[config.mk]
export PLATFORM = sky130hd
export DESIGN_NAME = bcd_attempt_counter_n
export DESIGN_NICKNAME = d
export VERILOG_FILES = /design/src/rtl/bcd_attempt_counter_n.sv
export SDC_FILE = /design/constraint.sdc
export NUM_CORES = 1
export LEC_CHECK = 0
export ABC_AREA = 1
export CORE_MARGIN = 5
export CORE_UTILIZATION = 53
export CTS_BUF_LIST = sky130_fd_sc_hd__clkbuf_8 sky130_fd_sc_hd__clkbuf_16
export DETAILED_ROUTE_END_ITERATION = 8
export PLACE_DENSITY = 0.85
export SLEW_MARGIN = 40
export SYNTH_ARGS = -nofsm -noshare
export SYNTH_HDL_FRONTEND = slang
export SYNTH_SLANG_ARGS = --single-unit
[constraint.sdc]
create_clock -name clk -period 3.75 [get_ports clk]
set_input_delay 0.75 -clock clk [delete_from_list [all_inputs] [get_ports clk]]
set_output_delay 0.75 -clock clk [all_outputs]
set_load 0.05 [all_outputs]
[src/rtl/bcd_attempt_counter_n.sv]
// ============================================================================
// Module   : bcd_attempt_counter_n
// Brief    : N-digit BCD attempt counter with wrap/saturate, sticky overflow,
//            best-run capture and active-low seven-segment display mux.
// Revision : 1.0 - initial release
// ============================================================================
`default_nettype none

module bcd_attempt_counter_n #(
    parameter int DIGITS     = 2,
    parameter int SATURATE   = 0,
    parameter int TRACK_BEST = 1
) (
    input  logic                  clk,
    input  logic                  reset,
    input  logic                  inc,
    input  logic                  win,
    input  logic                  show_best,
    output logic [4*DIGITS-1:0]   count,
    output logic [4*DIGITS-1:0]   best,
    output logic                  best_valid,
    output logic                  carry_out,
    output logic                  overflow,
    output logic [7*DIGITS-1:0]   seg
);

    localparam int             W       = 4 * DIGITS;
    localparam logic [W-1:0]   C_ALL9  = {DIGITS{4'h9}};
    localparam logic [6:0]     C_BLANK = 7'b1111111;

    logic [W-1:0] count_q, count_d;
    logic [W-1:0] inc_val;
    logic         rip;
    logic         carry_q, carry_d;
    logic         ovf_q, ovf_d;
    logic         at_max;

    assign at_max = (count_q == C_ALL9);

    // Decimal ripple: each digit at 9 rolls to 0 and passes the carry upward.
    always_comb begin
        inc_val = count_q;
        rip     = 1'b1;
        for (int i = 0; i < DIGITS; i++) begin
            if (rip) begin
                if (count_q[4*i +: 4] >= 4'd9) begin
                    inc_val[4*i +: 4] = 4'd0;
                end else begin
                    inc_val[4*i +: 4] = count_q[4*i +: 4] + 4'd1;
                    rip               = 1'b0;
                end
            end
        end
    end

    always_comb begin
        count_d = count_q;
        carry_d = 1'b0;
        ovf_d   = ovf_q;
        if (win) begin
            count_d = '0;
            ovf_d   = 1'b0;
        end else if (inc) begin
            if (at_max) begin
                ovf_d = 1'b1;
                if (SATURATE == 0) begin
                    count_d = '0;
                    carry_d = 1'b1;
                end
            end else begin
                count_d = inc_val;
            end
        end
    end

    always_ff @(posedge clk) begin
        if (reset) begin
            count_q <= '0;
            carry_q <= 1'b0;
            ovf_q   <= 1'b0;
        end else begin
            count_q <= count_d;
            carry_q <= carry_d;
            ovf_q   <= ovf_d;
        end
    end

    assign count     = count_q;
    assign carry_out = carry_q;
    assign overflow  = ovf_q;

    generate
        if (TRACK_BEST != 0) begin : g_best
            logic [W-1:0] best_q, best_d;
            logic         best_valid_q, best_valid_d;

            // An overflowed run is not a real score, so it never becomes best.
            always_comb begin
                best_d       = best_q;
                best_valid_d = best_valid_q;
                if (win && !ovf_q && (!best_valid_q || (count_q < best_q))) begin
                    best_d       = count_q;
                    best_valid_d = 1'b1;
                end
            end

            always_ff @(posedge clk) begin
                if (reset) begin
                    best_q       <= '0;
                    best_valid_q <= 1'b0;
                end else begin
                    best_q       <= best_d;
                    best_valid_q <= best_valid_d;
                end
            end

            assign best       = best_q;
            assign best_valid = best_valid_q;
        end else begin : g_no_best
            assign best       = '0;
            assign best_valid = 1'b0;
        end
    endgenerate

    function automatic logic [6:0] seg7(input logic [3:0] d);
        case (d)
            4'd0:    seg7 = 7'b1000000;
            4'd1:    seg7 = 7'b1111001;
            4'd2:    seg7 = 7'b0100100;
            4'd3:    seg7 = 7'b0110000;
            4'd4:    seg7 = 7'b0011001;
            4'd5:    seg7 = 7'b0010010;
            4'd6:    seg7 = 7'b0000010;
            4'd7:    seg7 = 7'b1111000;
            4'd8:    seg7 = 7'b0000000;
            4'd9:    seg7 = 7'b0011000;
            default: seg7 = C_BLANK;
        endcase
    endfunction

    generate
        for (genvar i = 0; i < DIGITS; i++) begin : g_seg
            logic [3:0] w_digit;
            logic       w_blank;
            assign w_blank        = show_best && !best_valid;
            assign w_digit        = show_best ? best[4*i +: 4] : count_q[4*i +: 4];
            assign seg[7*i +: 7]  = w_blank ? C_BLANK : seg7(w_digit);
        end
    endgenerate

endmodule

`default_nettype wire

==> results of run 1 <==
==> state kept, by name (all words and copies together) (netlist names) <==
signal / cells
carry_out: 1
best: 8
overflow: 1
count: 8
best_valid: 1
==> worst max-delay path: stages <==
cell,delay (ns)
sky130_fd_sc_hd__clkdlybuf4s50_1,0.55
sky130_fd_sc_hd__buf_4,0.23
sky130_fd_sc_hd__o21ai_0,0.47
sky130_fd_sc_hd__inv_1,0.22
sky130_fd_sc_hd__o21ai_2,0.18
sky130_fd_sc_hd__inv_1,0.06
sky130_fd_sc_hd__nand2_1,0.05
sky130_fd_sc_hd__nand2_1,0.05
sky130_fd_sc_hd__buf_4,0.19
==> path summary, 6_finish.rpt <==
kind                         start                     to  slack [ns]
max                      show_best                 seg[3]        0.26
min          overflow$_SDFFE_PP0P_  overflow$_SDFFE_PP0P_        0.51
max reg2reg  count[0]$_SDFFE_PP0P_  count[7]$_SDFFE_PP0P_        1.96
min reg2reg  overflow$_SDFFE_PP0P_  overflow$_SDFFE_PP0P_        0.51
==> synthesized netlist by cell type, drive strengths merged <==
| master | count | area (um^2) |
|---|---|---|
| dfxtp | 19 | 380 |
| nor3 | 1 | 5.00 |
| o211ai | 2 | 15.0 |
| nand2 | 57 | 224 |
| nand4 | 2 | 12.5 |
| ha | 23 | 288 |
| a211oi | 1 | 7.51 |
| nand3 | 17 | 85.1 |
| inv | 40 | 150 |
| nor4 | 1 | 6.26 |
| o21ai | 17 | 96.3 |
| nor2 | 19 | 71.3 |
| xor2 | 1 | 8.76 |
| a21oi | 25 | 133 |
| o21a | 1 | 7.51 |
| buf | 3 | 27.5 |
| or2 | 3 | 18.8 |
==> per-layer routing <==
| metal | up-vias | GRT usage, % | part of all wire (%) |
|---|---|---|---|
| li1 | 830 | - | - |
| met1 | 727 | 22.4 | 46 |
| met2 | 38 | 31.5 | 47 |
| met3 | 6 | 2.28 | 5.0 |
| met4 | 0 | 8.83 | 2.2 |
| met5 | - | 0 | 0 |
==> stage by stage <==
stage | setup slack, ns | instances | hold WS [ns]
6_report | 0.259 | 304 | 0.508
5_1_grt | 0.0551 | 304 | 0.525
4_1_cts | 0.265 | 304 | 0.510
3_5_place_dp | 0.270 | 300 | 0.497
3_3_place_gp | 0.303 | 300 | 0.473
2_1_floorplan | 0.834 | 232 | 0.695
==> power by group <==
part           switching (mW)  internal (mW)  leakage (nW)
Sequential            0.00904          0.210         0.155
Combinational           0.190          0.101         0.844
Clock                  0.0674         0.0729        0.0269
==> layout by cell type (no fill, tap or decap), types with 5 or more instances in the layout <==
cell type                         Yosys  routed
sky130_fd_sc_hd__nand2_1             55      55
sky130_fd_sc_hd__inv_1               37      38
sky130_fd_sc_hd__a21oi_1             23      23
sky130_fd_sc_hd__ha_1                23      23
sky130_fd_sc_hd__clkdlybuf4s50_1      0      23
sky130_fd_sc_hd__dfxtp_1             19      19
sky130_fd_sc_hd__nor2_1              19      18
sky130_fd_sc_hd__nand3_1             17      17
sky130_fd_sc_hd__buf_4                0      12
sky130_fd_sc_hd__o21ai_1              7       7
sky130_fd_sc_hd__o21ai_0              7       7
sky130_fd_sc_hd__buf_12               0       5
==> final cells by class <==
cell class	count	area share (%)
Clock inverter	1	0.186
Timing Repair Buffer	40	20.9
Sequential cell	19	18.9
Clock buffer	3	2.05
Tap cell	31	1.92
Inverter	40	7.45
Multi-Input combinational cell	170	48.7
==> logic make-up (layout without fill, tap and decap cells) <==
logic type	Yosys count	after routing
flops	19	19
xor+xnor	1	1
buf+inv	43	84
compound gates	46	46
fa+ha+maj	23	23
simple gates	100	100
==> results.txt, run 1 <==
* Total setup buffers inserted after CTS: 0
- Insertion delay of the later-clocked pin in the worst-skew pair: 0.26 ns
* Post-detailed-route via-to-cell ratio: 5.27
- Deepest level of the CTS H-tree: 1
- Result of the run: finished clean
- Vias in the first global route: 1456
* Aggregate routed wire length: 3620 um
- For this run, the total global-route usage over all layers was measured as roughly 18%.
* Combinational family with the most area after synthesis: simple AND/OR/NAND/NOR gates
- Across the routed clock network, the largest skew measured is around 0.0043 ns.
* Post-Syn Area per Cell: 6.62 um^2
* Total standard cell area after synthesis: 1540 um^2
- STA classifies the critical path endpoint as a primary output.
- Clock transition at the registers of the reported paths: roughly 0.07 ns
- Root buffer selected by CTS: sky130_fd_sc_hd__clkbuf_8
- ANT nets after route: 0
- Final cell utilization of the core: 73.1%
- Of the total synthesized cell area, the portion taken by AND, OR, NAND and NOR gates is about 28%.
- Hold buffer count at cts: 0
* Worst IR Drop VDD: around 0.00026 V
- Port buffer count: 37
- Counting instances, the worst hold path has a depth of 2.
- Initial core utilization: a little under three fifths
* Layout net count: 302
- Data required time at the worst endpoint: 3.00 ns
* Slew HR: 60.3%
* Number of buffers created by CTS: 3
- In the routed design, unresolved DRC markers number 0.
- After Yosys synthesis, full adders, half adders and majority gates account for about a fifth of the synthesized area.
- Remaining global-route overflow: 0
* Final weighted congestion of routability-driven global placement: approximately 0.8
- Of the synthesized area, sequential elements account for approximately a quarter.
- For the final routed database, the setup TNS stands at 0 ns.
- Post-detailed-placement half-perimeter wirelength: about 3000 um
- Register area: 380 um^2
* Final slew viol count: 0
- Power after layout: about 650 uW
- The Yosys step of the flow raised 0 warnings.
* Placement Cell Area: 1970 um^2
- Post-Syn Nets: 260
* Type of element launching the critical path: input pin
* Total setup violations reported at the end of the flow: 0
* Multiplexer share of the synthesized area: 0%
- The core region is 2760 um^2.
- Fill cells: roughly 250
- After routing the design area is ~2000 um^2.
* Reg2Reg Depth: 9
- Timing would allow up to 286 MHz.
- The first global-routing pass estimated 6240 um of wire.
* Synth unique cells: 25
* Die Span Y: 63.8 um
* Maximum Capacitance Violations: 0
* Die extent in x: 63.8 um
- Dividing the detail-routed wire length by the instance count gives 11.9 um.
- Entering global routing, the biggest net connects 18 pins.
- After Yosys synthesis, XOR and XNOR cells account for 0.570% of the synthesized area.
- Data on the critical path arrives at its endpoint at 2.74 ns.
- Dividing the final minimum period by the clock period gives ~93%.
- For the finished layout, the period the worst path requires is 3.49 ns.
- For this design the top-level I/O count stands at 38.
- Yosys reg bits: 19
* Initial DRC Count: 74
- Category of the critical setup timing path: input pin to primary output
- In this run the core area contains 19 standard-cell rows.
- The routed layout has 1601 vias.
- Setup repair after global routing left no endpoint under its margin.
- Number of endpoints with negative hold slack in the final report: 0
- In this run the worst hold path is classified as register to register.
- Leakage Power: 1.03 nW
- Synth-to-layout area growth: 31.2%
- In this run, post-CTS repair resized a total of 0 instances.
* Total area of multi-input combinational cells: 981 um^2
- Of all nets on the critical path, the largest fanout is 10.
- Clk buf depth: 2
* Inserted Diodes: 0
- Clock tree synthesis found a total of 19 sinks.
- Number of instances in the synthesized netlist: 232
* Actual slew at the worst max-slew pin: 0.594 ns
* Clock tree from TritonCTS: yes
- TritonRoute pass-1 iters: 4
- Of the cells placed in the final design, the portion with a size suffix greater than 1 is 12.1%.
* Pwr dens: 322 nW/um^2
* Compound-gate portion of the synthesized area: 16.9%
- Antenna violations before repair: 0
- The die covers 4080 um^2.
Power figures use the tool's default switching activity.
==> run 2: changes to the inputs <==
CORE_UTILIZATION = 55   (was 53)
CTS_BUF_LIST = sky130_fd_sc_hd__clkbuf_8   (was sky130_fd_sc_hd__clkbuf_8 sky130_fd_sc_hd__clkbuf_16)
PLACE_DENSITY = 0.88   (was 0.85)
SLEW_MARGIN = unset   (was 40)
==> results.txt, run 2 (same netlist as run 1, synthesis figures left out) <==
- The clock arrives with approximately 0.0031 ns of skew.
- The first global-routing pass estimated 6310 um of wire.
* Number of clock sinks seen by CTS: 19
- Setup repair after global routing left no endpoint under its margin.
- The via count of the first global-routing pass was 1445.
- Type of element launching the critical path: input pin
- Launching point of the worst reg2reg path: count[1]$_SDFFE_PP0P_
- The multi-input combinational cells in the finished layout cover a total of between 900 and 1000 um^2.
- In this run the core area contains 19 standard-cell rows.
- Post-detailed-placement half-perimeter wirelength: slightly below 3000 um
- TritonRoute pass-1 iters: 4
* Antenna violations before repair: 0
* Port buffer count: 37
- Clock-pin slew was measured on the worst setup and hold paths at 0.07 ns.
- Deepest level of the CTS H-tree: 1
* Slowest cell delay on critical path: 0.63 ns
* Leading cell type in the layout, fill and taps excluded: sky130_fd_sc_hd__nand2_1
- Total routing resource utilization after global routing: a little under a fifth
- Of all nets on the critical path, the largest fanout is 10.
- Reg2Reg Depth: 9
* Cells resized by post-CTS repair: 0
- Worst IR Drop VDD: 0.000291 V
* Sum of negative setup slack: 0 ns
- Number of buffers created by CTS: 3
- Die Span Y: around 63 um
* Clk buf depth: 2
- STA classifies the critical path endpoint as a primary output.
- Number of endpoints with negative hold slack in the final report: 0
- For this design the static power due to leakage is 1.03 nW.
- TritonCTS built the clock tree.
- The initial utilization of the core area, before any placement, comes to 56.7%.
- Across the whole layout, storage elements account for 380 um^2.
* DR vias: 1584
* Data required time at the worst endpoint: 3.00 ns
- For the pin with the worst max-slew slack, the measured transition is 0.983 ns.
* Inserted Diodes: 0
* Post-detailed-route via-to-cell ratio: 5.19
- Post-route minimum period: 3.46 ns
- For this design the ratio of total power to cell area is 322 nW/um^2.
* Core Area: 2710 um^2
- Routability-driven placement finished with a final weighted congestion of 0.819.
* Worst hold margin: between 0.4 and 0.5 ns
- Proportion of layout cells with a drive suffix above 1: 12.0%
- In this run the register-to-register setup slack is approximately 1.9 ns.
- Post-route DRC: 0
- Routed wirelength normalized by instance count: approximately 12 um
* Share of the clock period used by the worst path after layout: between 90% and 100%
* Type of the tightest min-delay check: register to register
- Insertion delay of the later-clocked pin in the worst-skew pair: 0.25 ns
- Ports placed on the boundary: 38
- Total setup violations reported at the end of the flow: 0
* Die extent in x: 62.9 um
- Remaining global-route overflow: 0
- Endpoint, Worst Hold: overflow$_SDFFE_PP0P_
- Beginning of the worst hold path: overflow$_SDFFE_PP0P_
* Cell breakdown of the critical path: clkdlybuf4s50_1, inv_1, or2_1, o21ai_2, inv_1, ha_1, or2_2, o211ai_1, nand2_1, buf_4
* Category of the critical setup timing path: input pin to primary output
- For this design, the CTS-stage hold fixing added 0 buffers.
* Highest achievable clock rate: 289 MHz
* Die ar.: 3950 um^2
* ANT nets after route: 0
- Buffers added to address setup during post-CTS repair amount to 0.
* Root buffer selected by CTS: sky130_fd_sc_hd__clkbuf_8
* Synth-to-layout area growth: 31.5%
- Entering global routing, the biggest net connects 18 pins.
- Counting the fill cells in the layout gives 230.
* Initial DRC Count: 94
- The number of max-slew violations in the final report was 0.
- Cell with the most instances on the worst path: sky130_fd_sc_hd__inv_1
- The slowest stage of the critical path belongs to the cell sky130_fd_sc_hd__clkdlybuf4s50_1.
* Slew HR: 34.3%
* FF-to-FF End: count[7]$_SDFFE_PP0P_
* Cell depth of the worst min-delay path: 2
- Most frequent cells in the layout: 55 x sky130_fd_sc_hd__nand2_1, 38 x sky130_fd_sc_hd__inv_1, 23 x sky130_fd_sc_hd__a21oi_1, 23 x sky130_fd_sc_hd__ha_1, 23 x sky130_fd_sc_hd__clkdlybuf4s50_1
- Wires add up to 3670 um.
- Across the run, the number of max-cap violations was 0.
- Layout net count: roughly 300
- Result of the run: finished clean
- Signal arrival time at the worst endpoint: between 2 and 3 ns
==> run 2: area by class of cell <==
type	count	share of cell area [%]
Multi-Input combinational cell	170	48.4
Timing Repair Buffer	41	21.2
Sequential cell	19	18.8
Inverter	40	7.43
Clock buffer	3	2.04
Tap cell	31	1.92
Clock inverter	1	0.186
==> run 2: layer usage <==
layer	global-route usage, %	wire [um]	up-vias
li1	-	-	830
met1	23.0	1660	681
met2	33.7	1740	64
met3	2.88	204	9
met4	5.57	68	0
met5	0	0	-
==> run 2: how the worst max path moves through the flow <==
stage,cells past startpoint,start,slack (ns),end
floorplan,5,show_best,0.83,seg[0]
global placement,9,show_best,0.32,seg[3]
detailed placement,10,show_best,0.29,seg[6]
CTS,10,show_best,0.28,seg[6]
global route,8,show_best,0.10,seg[4]
finish,10,show_best,0.29,seg[6]
==> run 2: worst max-delay path: cells and delay by family <==
| kind | cells | cell delay, ns |
|---|---|---|
| AND/OR/NAND/NOR | 3 | 0.59 |
| adder cells (fa/ha/maj) | 1 | 0.19 |
| AO/OA/AOI/OAI | 2 | 0.17 |
| buffers and inverters | 4 | 1.01 |
==> run 2: metrics by stage <==
| step | area (um^2) | setup slack [ns] | util, % | total power [mW] | instances |
|---|---|---|---|---|---|
| 2_1_floorplan | 1540 | 0.834 | - | 0.420 | 232 |
| 3_3_place_gp | 1980 | 0.321 | 72.9 | 0.511 | 301 |
| 3_5_place_dp | 1980 | 0.291 | 72.9 | 0.515 | 301 |
| 4_1_cts | 2020 | 0.282 | 74.6 | 0.650 | 305 |
| 5_1_grt | 2020 | 0.101 | 74.6 | 0.686 | 305 |
| 6_report | 2020 | 0.287 | 74.6 | 0.651 | 305 |
==> run 2: where the power goes <==
part / internal (mW) / total, mW / switching (mW)
registers: 0.210 / 0.219 / 0.00908
clock network: 0.0728 / 0.141 / 0.0685
logic: 0.102 / 0.291 / 0.190
==> run 3: changes to the inputs <==
CELL_PAD_IN_SITES_DETAIL_PLACEMENT = 1   (was unset)
CELL_PAD_IN_SITES_GLOBAL_PLACEMENT = 1   (was unset)
CORE_UTILIZATION = 38   (was 55)
CTS_BUF_LIST = sky130_fd_sc_hd__clkbuf_2   (was sky130_fd_sc_hd__clkbuf_8)
PLACE_DENSITY = unset   (was 0.88)
PLACE_DENSITY_LB_ADDON = 0.1   (was unset)
==> results.txt, run 3 (same netlist as run 1, synthesis figures left out) <==
* Root buffer selected by CTS: sky130_fd_sc_hd__clkbuf_2
- Number of endpoints with negative hold slack in the final report: 0
* Ports placed on the boundary: 38
* Clock tree from TritonCTS: yes
- In this run the tightest slew margin relative to its limit is ~66%.
* Routed wirelength normalized by instance count: 12.5 um
- The die is around 74 um tall.
- Worst setup margin: 0.439 ns
* Inserted Diodes: 0
- Post-route DRC: 0
* Remaining global-route overflow: 0
- For the worst-skew pair, the clock arrives at the later sink with an insertion delay of 0.33 ns.
- Post-CTS timing repair inserted 0 buffers for setup.
* Cell with the most instances on the worst path: sky130_fd_sc_hd__buf_4
* Data required time at the worst endpoint: 3.00 ns
- The floorplan step set the die width to 73.6 um.
- Aggregate routed wire length: 4080 um
- Number of buffers created by CTS: 3
* Sum of negative setup slack: 0 ns
* DR vias: approximately 1600
* Antenna violations before repair: 0
- Final setup skew: 0.00921 ns
- Compared with the post-synthesis result, the final layout area differs by 32.6%.
- The first global-routing pass estimated 6970 um of wire.
* Worst path top cell family by delay: buffers and inverters
- Number of standard-cell rows in the floorplan: 23
- Actual slew at the worst max-slew pin: roughly 0.51 ns
- The via count of the first global-routing pass is 1580.
* Leading cell type in the layout, fill and taps excluded: sky130_fd_sc_hd__nand2_1
- Routability-driven placement finished with a final weighted congestion of between 0.8 and 0.9.
- Core Area: 3970 um^2
* Most frequent cells in the layout: 55 x sky130_fd_sc_hd__nand2_1, 37 x sky130_fd_sc_hd__inv_1, 23 x sky130_fd_sc_hd__a21oi_1, 23 x sky130_fd_sc_hd__ha_1, 23 x sky130_fd_sc_hd__clkdlybuf4s50_1
- Max-cap violations in this run came to 0.
- At the worst endpoint, the arrival time is between 2 and 3 ns.
* ANT nets after route: 0
* Worst hold margin: approximately 0.51 ns
- TritonRoute pass-1 iters: 4
* Pwr dens: 298 nW/um^2
- Overall power consumption after layout is estimated at approximately 610 uW.
- Once the floorplan was initialized, standard cells occupied between 30% and 40% of the core.
- Post-detailed-placement half-perimeter wirelength: 3390 um
- The clock drives 19 sinks.
- On the worst path, the slowest cell contributes a delay of between 0.4 and 0.5 ns.
- Post-CTS repair changed the size of 0 cells.
- After clock tree synthesis, the clock-pin slew on the worst setup and hold paths is 0.18 ns.
- Counting along the longest clock path gives a buffer depth of 2.
* Deepest level of the CTS H-tree: 1
* Type of the tightest min-delay check: register to register
- The number of buffers and inverters on the critical path is 4.
- Post-route minimum period: 3.31 ns
* Result of the run: finished clean
- Worst IR Drop VDD: 0.000183 V
- Total setup violations reported at the end of the flow: 0
- Register area: about 380 um^2
* RSZ-0062 raised after global routing: no
- Entering global routing, the biggest net connects 18 pins.
- Initial DRC Count: 25
* Die ar.: 5410 um^2
- Leakage Power: 1.03 nW
- Using the TritonRoute via totals, the vias-per-cell ratio works out to 4.88.
- The worst setup path is launched from an input pin.
- The multi-input combinational cells in the finished layout cover a total of roughly 980 um^2.
* Category of the critical setup timing path: input pin to primary output
- Fill cells in the final layout number roughly 550.
- STA classifies the critical path endpoint as a primary output.
* Port buffer count: 37
- For this run, the post-layout net count is between 300 and 400.
* Library cell contributing the largest single delay on the critical path: sky130_fd_sc_hd__clkdlybuf4s50_1
- The post-route netlist has 13.7% of its cells at a drive strength greater than 1.
- Along the worst path, the maximum fanout reaches 8.
* Highest achievable clock rate: 302 MHz
- Cell breakdown of the critical path: clkdlybuf4s50_1, buf_4, o21ai_0, inv_1, ha_1, or2_2, o211ai_1, nand2_1, buf_4
- Global routing consumed, over all layers together, 16.1% of the routing resources.
- Placement Cell Area: 2020 um^2
- OpenSTA, run right after detailed placement, puts the worst setup slack at 0.409 ns.
- The number of max-slew violations in the final report is 0.
* Hold buffer count at cts: 0
- Dividing the final minimum period by the clock period gives about nine tenths.
* Post-layout instance area: slightly above 2000 um^2
-- run 3: cell count changes in the layout (fill, tap and decap cells not counted), sizes merged --
cell	delta
inv	-1
buf	+4
clkbuf	+1
-- run 3: power breakdown --
group	internal (mW)	total (mW)	switching, mW
Combinational	0.102	0.294	0.193
Sequential	0.210	0.218	0.00817
Clock	0.0282	0.0940	0.0658
-- run 3: cell type report --
type / instances / share of cell area (%)
multi-input cells: 170 / 48.0
well taps: 50 / 3.07
inverters: 40 / 7.37
repair buffers: 45 / 21.9
clock buffers: 4 / 0.983
flip-flops and latches: 19 / 18.7
-- run 3: final timing paths --
check	start	end	slack, ns	cells after the start
max	show_best	seg[13]	0.44	9
min	overflow$_SDFFE_PP0P_	overflow$_SDFFE_PP0P_	0.51	2
max reg2reg	count[0]$_SDFFE_PP0P_	count[7]$_SDFFE_PP0P_	1.91	9
min reg2reg	overflow$_SDFFE_PP0P_	overflow$_SDFFE_PP0P_	0.51	2
-- run 3: worst reg2reg max path, delay by kind of cell, from the launching register on --
family                   cells  cell delay, ns
flip-flops                   1            0.53
buffers and inverters        2            0.26
AO/OA/AOI/OAI                1            0.13
adder cells (fa/ha/maj)      1            0.21
AND/OR/NAND/NOR              5            0.66
-- run 3: per-stage QoR --
| step | std cells | util (%) |
|---|---|---|
| 2_1_floorplan | 232 | - |
| 3_3_place_gp | 324 | 50.8 |
| 3_5_place_dp | 324 | 50.8 |
| 4_1_cts | 328 | 51.3 |
| 5_1_grt | 328 | 51.3 |
| 6_report | 328 | 51.3 |
-- run 3: routing by layer --
metal  global-route usage [%]  part of all wire (%)  up-vias
met4                     6.24                   1.9        0
li1                         -                     -      836
met5                        0                     0        -
met1                     19.2                    43      725
met2                     28.9                    51       31
met3                     2.05                   3.9        7
